### src/rtl/mem_sched_pkg.sv
// Shared defaults, request record and pointer helper for the memory port scheduler.
package mem_sched_pkg;

  localparam int NREQ_DEF = 4;
  localparam int AW_DEF   = 4;
  localparam int DW_DEF   = 4;
  localparam int IDW      = $clog2(NREQ_DEF);

  // One requester's command as seen at the default geometry.
  typedef struct packed {
    logic              write;
    logic [AW_DEF-1:0] addr;
    logic [DW_DEF-1:0] wdata;
  } req_t;

  // Round-robin successor; wraps at n-1 so non-power-of-2 counts work.
  function automatic int unsigned wrap_inc(input int unsigned x, input int unsigned n);
    return (x + 1 >= n) ? 0 : x + 1;
  endfunction

endpackage

### src/rtl/mem_port_scheduler_rr_pick.sv
// Rotating-priority picker: first set bit of req at or after start, wrapping mod N.
module rr_pick #(
  parameter int N  = 4,
  parameter int IW = $clog2(N)
) (
  input  logic [N-1:0]  req,
  input  logic [IW-1:0] start,
  output logic          hit,
  output logic [IW-1:0] idx
);

  // Walk the ring from the far end back toward start so the closest hit wins.
  always_comb begin
    int          j;
    logic [IW-1:0] jj;
    hit = 1'b0;
    idx = '0;
    for (int k = N - 1; k >= 0; k--) begin
      j = int'(start) + k;
      if (j >= N) j = j - N;
      jj = IW'(j);
      if (req[jj]) begin
        hit = 1'b1;
        idx = jj;
      end
    end
  end

endmodule

### src/rtl/mem_port_scheduler.sv
// Shares a 2-write/1-read register file between NREQ requesters with
// round-robin grants, avoiding same-address write pairs and read/write collisions.
module mem_port_scheduler
  import mem_sched_pkg::*;
#(
  parameter int NREQ = NREQ_DEF,
  parameter int AW   = AW_DEF,
  parameter int DW   = DW_DEF,
  localparam int IW  = $clog2(NREQ)
) (
  input  logic             clk,
  input  logic             rst,
  input  logic [NREQ-1:0]  req_valid,
  input  logic [NREQ-1:0]  req_write,
  input  logic [NREQ*AW-1:0] req_addr,
  input  logic [NREQ*DW-1:0] req_wdata,
  output logic [NREQ-1:0]  req_ready,
  output logic             mem_we1,
  output logic             mem_we2,
  output logic [AW-1:0]    mem_wa1,
  output logic [AW-1:0]    mem_wa2,
  output logic [DW-1:0]    mem_wd1,
  output logic [DW-1:0]    mem_wd2,
  output logic             mem_re,
  output logic [AW-1:0]    mem_ra,
  input  logic [DW-1:0]    mem_rd,
  output logic             rsp_valid,
  output logic [IW-1:0]    rsp_id,
  output logic [DW-1:0]    rsp_data
);

  logic [NREQ-1:0][AW-1:0] addr;
  logic [NREQ-1:0][DW-1:0] wdata;

  for (genvar i = 0; i < NREQ; i++) begin : g_unpack
    assign addr[i]  = req_addr[i*AW +: AW];
    assign wdata[i] = req_wdata[i*DW +: DW];
  end

  logic [IW-1:0]   wr_ptr, rd_ptr;
  logic [IW-1:0]   w1_idx, w2_idx, rd_idx;
  logic            w1_hit, w2_hit, rd_hit;
  logic [NREQ-1:0] wmask, w2mask, rmask;
  logic            rsp_vld_q;

  // Reset masks every candidate, so all grants and memory strobes fall to 0.
  assign wmask = rst ? '0 : (req_valid & req_write);

  // Port-2 candidates: other writers whose address differs from port 1
  // (this also drops the port-1 winner itself).
  always_comb begin
    w2mask = '0;
    for (int i = 0; i < NREQ; i++)
      w2mask[i] = wmask[i] && (addr[i] != addr[w1_idx]);
  end

  // Read candidates: any reader not hitting an address written this cycle.
  always_comb begin
    rmask = '0;
    for (int i = 0; i < NREQ; i++)
      rmask[i] = !rst && req_valid[i] && !req_write[i]
                 && !(w1_hit && addr[i] == addr[w1_idx])
                 && !(w2_hit && addr[i] == addr[w2_idx]);
  end

  // Port 2 scans from the same pointer; port 1's winner is the first in that
  // order, so the next remaining hit is the next writer in ring order.
  rr_pick #(.N(NREQ), .IW(IW)) u_pick_w1 (.req(wmask),  .start(wr_ptr), .hit(w1_hit), .idx(w1_idx));
  rr_pick #(.N(NREQ), .IW(IW)) u_pick_w2 (.req(w2mask), .start(wr_ptr), .hit(w2_hit), .idx(w2_idx));
  rr_pick #(.N(NREQ), .IW(IW)) u_pick_rd (.req(rmask),  .start(rd_ptr), .hit(rd_hit), .idx(rd_idx));

  assign mem_we1 = w1_hit;
  assign mem_wa1 = w1_hit ? addr[w1_idx]  : '0;
  assign mem_wd1 = w1_hit ? wdata[w1_idx] : '0;
  assign mem_we2 = w2_hit;
  assign mem_wa2 = w2_hit ? addr[w2_idx]  : '0;
  assign mem_wd2 = w2_hit ? wdata[w2_idx] : '0;
  assign mem_re  = rd_hit;
  assign mem_ra  = rd_hit ? addr[rd_idx]  : '0;

  // Ready mirrors the grants; the three winners are always distinct requesters.
  always_comb begin
    req_ready = '0;
    if (w1_hit) req_ready[w1_idx] = 1'b1;
    if (w2_hit) req_ready[w2_idx] = 1'b1;
    if (rd_hit) req_ready[rd_idx] = 1'b1;
  end

  // Advance pointers past the last winner of each kind; track the read in flight.
  always_ff @(posedge clk) begin
    if (rst) begin
      wr_ptr    <= '0;
      rd_ptr    <= '0;
      rsp_vld_q <= 1'b0;
      rsp_id    <= '0;
    end else begin
      if (w2_hit)
        wr_ptr <= IW'(wrap_inc(32'(w2_idx), NREQ));
      else if (w1_hit)
        wr_ptr <= IW'(wrap_inc(32'(w1_idx), NREQ));
      if (rd_hit) begin
        rd_ptr <= IW'(wrap_inc(32'(rd_idx), NREQ));
        rsp_id <= rd_idx;
      end
      rsp_vld_q <= rd_hit;
    end
  end

  // A read granted just before reset must not surface while reset is high.
  assign rsp_valid = rsp_vld_q && !rst;
  assign rsp_data  = mem_rd;

endmodule

### config.mk
export PLATFORM = sky130hd
export DESIGN_NAME = mem_port_scheduler
export DESIGN_NICKNAME = d
export VERILOG_FILES = /design/src/rtl/mem_sched_pkg.sv /design/src/rtl/mem_port_scheduler_rr_pick.sv /design/src/rtl/mem_port_scheduler.sv
export SDC_FILE = /design/constraint.sdc
export NUM_CORES = 1
export LEC_CHECK = 0
export CELL_PAD_IN_SITES_DETAIL_PLACEMENT = 2
export CELL_PAD_IN_SITES_GLOBAL_PLACEMENT = 2
export CORE_AREA = 2 2 113 115
export DETAILED_ROUTE_END_ITERATION = 7
export DIE_AREA = 0 0 115 117
export HOLD_SLACK_MARGIN = 0.12
export PLACE_DENSITY = 0.84
export SYNTH_ARGS = -nofsm -noshare
export SYNTH_HDL_FRONTEND = slang
export SYNTH_SLANG_ARGS = --single-unit
### constraint.sdc
create_clock -name clk -period 6.8 [get_ports clk]
set_input_delay 1.36 -clock clk [delete_from_list [all_inputs] [get_ports clk]]
set_output_delay 1.36 -clock clk [all_outputs]
set_load 0.005 [all_outputs]
After elaboration in Yosys (flattened, before gate mapping)
Index checks and enable logic that the tools add are counted.

Register bits after elaboration: 7. Word-level logic and storage cells: 193. Output and inout bits: 34. Input bits: 46.

Muxes and demuxes: 86. Equality and inequality tests: 12. Order comparisons: 25. Add/subtract/negate cells: 17. Reductions and logical operators: 46. Bitwise logic cells: 3.

Operators with widths (number): 4-bit 2-to-1 mux (14); 2-bit 2-to-1 mux (25); 4-bit binary-select mux with 2-bit select (5); 2-bit by 3-bit less-than comparator with 1-bit output (second input constant) (11); 4-bit equality test (8); 1-bit logical AND (32); 3-bit >= comparator (second input constant) (9); 1-bit 2-to-1 mux (27); 1-bit binary-select mux with 2-bit select (12); 4-bit inequality test (4); 2-bit by 1-bit subtractor with 2-bit output (second input constant) (8); 2-bit by 1-bit adder with 3-bit output (second input constant) (5); 1-bit zero test (13); 2-bit by 2-bit adder with 3-bit output (second input constant) (4); 4-bit OR (2); 1-bit demux with 2-bit select (3); 2-bit by 1-bit >= comparator with 1-bit output (second input constant) (3); 2-bit by 3-bit >= comparator with 1-bit output (second input constant) (2); 4-bit AND (1); 2-bit nonzero test (1).

Logic depth before layout (Yosys ltp)
Word-level depth: 37. Mapped depth: 22. Mapped depth without buffers: 19.

By module
A second synthesis with hierarchy kept.

Cells, all modules: 296. Area, all modules: 2501.1 sq um.

By module, submodules not included: mem_port_scheduler (instances 1, cells each 257, sequential area each 140.1 sq um, area each 2268.4 sq um); rr_pick (instances 3, cells each 13, sequential area each 0.0 sq um, area each 77.6 sq um).

Worst setup path after synthesis
OpenSTA, ideal clock, no wires.

Path kind: input to output. Start: input port rst. End: output port req_ready[0]. Required time: 5.440 ns. Slack: -0.414 ns. Stages on the path: 18. Path buffers: 2. Arrival time: 5.854 ns. Cells stage by stage: buf_6 -> and3b_4 -> a311o_2 -> a21oi_4 -> mux2i_1 -> xnor2_1 -> o41a_1 -> a21boi_2 -> o22ai_1 -> nor2b_1 -> o41a_1 -> and2_1 -> o211a_1 -> or4_4 -> buf_6 -> ha_1 -> a222oi_1 -> inv_1.

Word-level cells in the longest chain between the ends: 35. Elaborated cells on any way between the ends: 122. Classes of those cells: 6 x order compare; 12 x eq/ne; 62 x mux; 2 x bitwise; 40 x reduce/logical.

Ends and longest elaborated chain: from (decl) (RTL line mem_port_scheduler.sv:12) `input logic rst,`; 4-bit 2-to-1 mux (RTL line mem_port_scheduler.sv:47) `assign wmask = rst ? '0 : (req_valid & req_write);`; 1-bit binary-select mux with 2-bit select (RTL line mem_port_scheduler_rr_pick.sv:22) `if (req[jj]) begin`; 1-bit 2-to-1 mux (implied by the code) (RTL line mem_port_scheduler_rr_pick.sv:22); 2-bit 2-to-1 mux (4 in a row) (RTL line mem_port_scheduler_rr_pick.sv:22); 4-bit binary-select mux with 2-bit select (RTL line mem_port_scheduler.sv:54, mem_port_scheduler.sv:62); 4-bit 2-to-1 mux (implied by the code) (RTL line mem_port_scheduler.sv:54, mem_port_scheduler.sv:62); 4-bit inequality test (RTL line mem_port_scheduler.sv:54) `w2mask[i] = wmask[i] && (addr[i] != addr[w1_idx]);`; 1-bit logical AND (RTL line mem_port_scheduler.sv:54); (+13 left out); 1-bit 2-to-1 mux (implied by the code) (RTL line mem_port_scheduler_rr_pick.sv:22); 2-bit 2-to-1 mux (4 in a row) (RTL line mem_port_scheduler_rr_pick.sv:22); 2-bit by 3-bit less-than comparator with 1-bit output (implied by the code) or 2-bit by 1-bit >= comparator with 1-bit output (tied branches) (RTL line mem_port_scheduler.sv:86) `if (rd_hit) req_ready[rd_idx] = 1'b1;`; 1-bit logical AND (implied by the code) (RTL line mem_port_scheduler.sv:86); 1-bit 2-to-1 mux (implied by the code) (RTL line mem_port_scheduler.sv:86); 1-bit demux with 2-bit select (RTL line mem_port_scheduler.sv:86); 4-bit OR (no source line); 4-bit 2-to-1 mux * (RTL line mem_port_scheduler.sv:86); to (decl) (RTL line mem_port_scheduler.sv:17) `output logic [NREQ-1:0] req_ready,`.

Mark *: on every way between the ends. The rest lies on a longest branch, timed or not. The select of a mux whose other input is x is not followed.

Worst setup path after layout
Start: input port req_addr[14]. End: output port req_ready[3].

Word-level cells in the longest chain between the ends: 28. Elaborated cells on any way between the ends: 90. Classes of those cells: 4 x order compare; 12 x eq/ne; 42 x mux; 2 x bitwise; 30 x reduce/logical.

Ends and longest elaborated chain: from (decl) (RTL line mem_port_scheduler.sv:15) `input logic [NREQ*AW-1:0] req_addr,`; 4-bit binary-select mux with 2-bit select (RTL line mem_port_scheduler.sv:54, mem_port_scheduler.sv:62); 4-bit 2-to-1 mux (implied by the code) (RTL line mem_port_scheduler.sv:54, mem_port_scheduler.sv:62); 4-bit inequality test (RTL line mem_port_scheduler.sv:54); 1-bit logical AND (RTL line mem_port_scheduler.sv:54); 1-bit binary-select mux with 2-bit select (RTL line mem_port_scheduler_rr_pick.sv:22); 1-bit 2-to-1 mux (implied by the code) (RTL line mem_port_scheduler_rr_pick.sv:22); 2-bit 2-to-1 mux (4 in a row) (RTL line mem_port_scheduler_rr_pick.sv:22); 4-bit binary-select mux with 2-bit select (RTL line mem_port_scheduler.sv:63) `&& !(w2_hit && addr[i] == addr[w2_idx]);`; (+10 left out); 2-bit 2-to-1 mux * (RTL line mem_port_scheduler_rr_pick.sv:22); net rd_idx[1] (RTL line mem_port_scheduler.sv:41) `logic [IW-1:0] w1_idx, w2_idx, rd_idx;`; 2-bit by 3-bit less-than comparator with 1-bit output (implied by the code) or 2-bit by 1-bit >= comparator with 1-bit output (tied branches) (RTL line mem_port_scheduler.sv:86); 1-bit logical AND (implied by the code) (RTL line mem_port_scheduler.sv:86); 1-bit 2-to-1 mux (implied by the code) (RTL line mem_port_scheduler.sv:86); 1-bit demux with 2-bit select * (RTL line mem_port_scheduler.sv:86); 4-bit OR (no source line) *; 4-bit 2-to-1 mux * (RTL line mem_port_scheduler.sv:86).

The timed path passes the listed nets; every way through them passes the cells marked *. The select of a mux whose other input is x is not followed.

==> impl_metrics.ini <==
[worst_setup_path]
cpPeakStageDelay_ns = 0.60
critPathBufInv = 10
critPathSlowestCell = or4_4
timing_worst_setup_path_type = input port to primary output
crit_arrival_ns = 6.48
path_cells = clkdlybuf4s50_1 > xnor2_1 > nand3_1 > nor2_1 > o21ai_1 > and2_1 > buf_4 > o41ai_4 > o21ai_1 > o211ai_1 > buf_4 > buf_4 > clkinv_1 > a2bb2oi_2 > a41oi_2 > buf_4 > nor2_4 > or4_4 > buf_4 > inv_2 > ha_4 > a222oi_1 > inv_1 > clkdlybuf4s15_2
crit_family = buffers and inverters
critPathRequiredTime_ns = 5.44
crit_fanout = 6
startpoint_type = input port
critPathCaptureType = primary output
crit_path_frequent_cell = buf_4

[synthesis]
ys_seq_area_share_pct = 5.126
netlist_top_cells_count = nand2_1, nor2_1, inv_1, clkbuf_1, and3_1
avgSynthCellArea_sq_um = 6.734
yosys_most_used_dff = dfxtp_1
synth_top_cell_area_share_pct = 8.513
syn_inst = 406
synth_nets = 464
yosysMostFrequentCell = nand2_1
async_reset_ff_share_pct = 0
synth_seq_cells = 7
yosys.cell_types.count = 75
synth_edf_count = 0
synthTopCellsByArea = nand2_1, mux2i_1, ha_1
netlist_area_sq_mm = 0.002734
yosysTopAreaCell = nand2_1
yosys_warnings = 0

[global_route]
grt_first_pass_wirelength_mm = 31.53
track_usage_pct = 31.41
grt_overflow = 0
grt_pass1_vias = 5227
grt_max_degree = 15
antenna_found_initial = 0

[timing]
relSlewSlack_pct = 58.53
layout_min_cycle_time_ns = 7.838
finalSetupViolCount = 12
max_freq_ghz = 0.1276
min_period_over_period_pct = 115.3
worst_pin_slew_ns = 0.6197
hold_violations = 0
rsz0062_at_grt = yes
finalMaxSlewViolations = 0
fin_ws_ns = -1.038
fin_skew_ns = 0.005468

[floorplanning]
die_area_sq_mm = 0.01346
rows = 41
fp.dieH_um = 117
die_x_um = 115
core_sq_mm = 0.01231
initial_utilization_pct = 22.21
num_io_pins = 80

[cts]
clock-sinks = 7
clk_latency_ns = 0.23
cts_tree = done
clkTransAtPathRegs_ns = 0.04
clockBufferDepth = 2
cts_made_buffers = 3
cts-root-buf = clkbuf_16
hold_buffers = 0
cts-htree-levels = 1

[final_layout]
multi_input_area_sq_mm = 0.002838
fin_nets = 696
area_growth_pct = 104.9
fillCellCount = 1357
final_cells = 787
ff_latch_area_sq_um = 140.1
diodes = 0
drive_gt1_share_pct = 46.94
fin_area_sq_mm = 0.005603

[hold_path]
holdCritPathClass = flop to flop

[route]
wl_per_cell_um = 29.91
drc = 0
dr_total_vias = 4553
drtPass1Iterations = 5
wl_mm = 23.54
ant_nets = 0
viasPerCell = 5.785
drt_iter0_drc = 300

[place]
io_buffers = 71
place_area_sq_mm = 0.004504
dpl.hpwl_mm = 13.60
placedCellCount = 723
place_congestion = 0.9464
pre_cts_ws_ns = -1.656

[pwr]
p_per_area_mw_per_mm2 = 130.4
vdd_ir_drop_max_v = 0.00006750
leakagePower_uw = 0.002572

[run]
cap_violations = 0

[outcome]
status = finished with violations
violations = negative setup slack
[final timing paths]
kind              cells after the start  slack (ns)              startpoint                     end
setup / recovery                     24       -1.04            req_addr[14]            req_ready[3]
hold / removal                        2        0.59  rd_ptr[0]$_SDFFE_PP0P_  rd_ptr[0]$_SDFFE_PP0P_
setup reg to reg                     25        1.19  wr_ptr[0]$_SDFFE_PP0P_  rd_ptr[1]$_SDFFE_PP0P_
hold reg to reg                       2        0.59  rd_ptr[0]$_SDFFE_PP0P_  rd_ptr[0]$_SDFFE_PP0P_
[metal layers]
layer | wire (um) | global-route usage (%) | vias to the layer above | share of wire [%]
met5 | 0 | 0 | - | 0
met4 | 1827 | 20.80 | 0 | 7.8
met3 | 1105 | 5.098 | 108 | 4.7
met2 | 11750 | 57.88 | 241 | 50
met1 | 8858 | 33.05 | 2263 | 38
li1 | - | - | 1941 | -
[state kept, by name, summed over array words and instances, names as in the netlist]
signal     count
rsp_id         2
rsp_vld_q      1
rd_ptr         2
wr_ptr         2
[worst reg2reg max path, cell delays in order, from the launching register on]
cell       delay (ns)
dfxtp_1          0.52
and3b_1          0.26
o21a_4           0.24
buf_4            0.15
a21oi_4          0.16
buf_12           0.14
mux2i_4          0.29
buf_6            0.16
xnor2_4          0.08
a41o_1           0.30
buf_6            0.14
or3_1            0.37
o211ai_1         0.11
buf_4            0.22
buf_4            0.14
clkinv_1         0.14
a2bb2oi_2        0.21
a41oi_2          0.34
buf_4            0.21
nor2_4           0.04
or4_4            0.60
buf_4            0.17
inv_2            0.08
ha_4             0.20
mux2i_1          0.16
nor2_1           0.06
[cell families after synthesis]
family	count (synthesis)	synth area share, %
AO/OA/AOI/OAI	112	32.36
XOR/XNOR	21	6.727
adder cells (fa/ha/maj)	12	5.492
buffers and inverters	66	10.57
flip-flops	7	5.126
multiplexers	17	6.361
AND/OR/NAND/NOR	171	33.36
[stage by stage]
step	setup TNS (ns)	util [%]	power [uW]	hold slack, ns
floorplan	-0.7797	-	244.9	0.4910
global placement	-13.22	36.59	440.2	0.5208
detailed placement	-16.83	36.59	465.7	0.5460
CTS	-5.178	41.76	624.3	0.5521
global route	-9.726	45.51	760.0	0.6179
finish	-8.268	45.51	730.4	0.5893
[placed cells by master (no fill, tap or decap), types with 4 or more instances in the layout]
| cell type | Yosys | layout |
|---|---|---|
| buf_4 | 5 | 170 |
| nand2_1 | 62 | 61 |
| clkdlybuf4s50_1 | 0 | 52 |
| buf_6 | 2 | 25 |
| inv_1 | 26 | 24 |
| nor2_1 | 27 | 21 |
| and3_1 | 21 | 20 |
| a21oi_1 | 20 | 15 |
| o211ai_1 | 12 | 12 |
| nand3_1 | 14 | 12 |
| xnor2_1 | 16 | 12 |
| mux2i_1 | 16 | 9 |
| ha_1 | 12 | 8 |
| buf_2 | 6 | 7 |
| dfxtp_1 | 7 | 7 |
| nor2_2 | 1 | 6 |
| a21oi_2 | 1 | 6 |
| a311oi_1 | 6 | 6 |
| and2_1 | 5 | 5 |
| xor2_1 | 5 | 5 |
| mux2i_4 | 0 | 5 |
| nor3_1 | 8 | 5 |
| o22ai_1 | 7 | 4 |
| nand2b_1 | 4 | 4 |
| o21ai_0 | 9 | 4 |
| a222oi_1 | 4 | 4 |
[power by group]
part	switching (uW)	leakage, uW	internal (uW)
Sequential	9.04	0.0000578	46.6
Combinational	299	0.00247	273
Clock	25.3	0.0000409	77.4
Total	334	0.00257	397
[layout make-up]
class                           count  area share [%]
Sequential cell                     7           2.501
Clock buffer                        3           1.340
Multi-Input combinational cell    333           50.65
Tap cell                          150           3.350
Clock inverter                      1         0.08933
Timing Repair Buffer              264           40.08
Inverter                           29           1.987
[what timing repair did]
action                                  CTS  global route
cloned                                    1             0
setup buffers                            44            20
pin swaps                                42            43
endpoints found under the setup margin   17            17
gates resized for setup                 116            70
No activity file was read; power rests on OpenSTA's default activity.
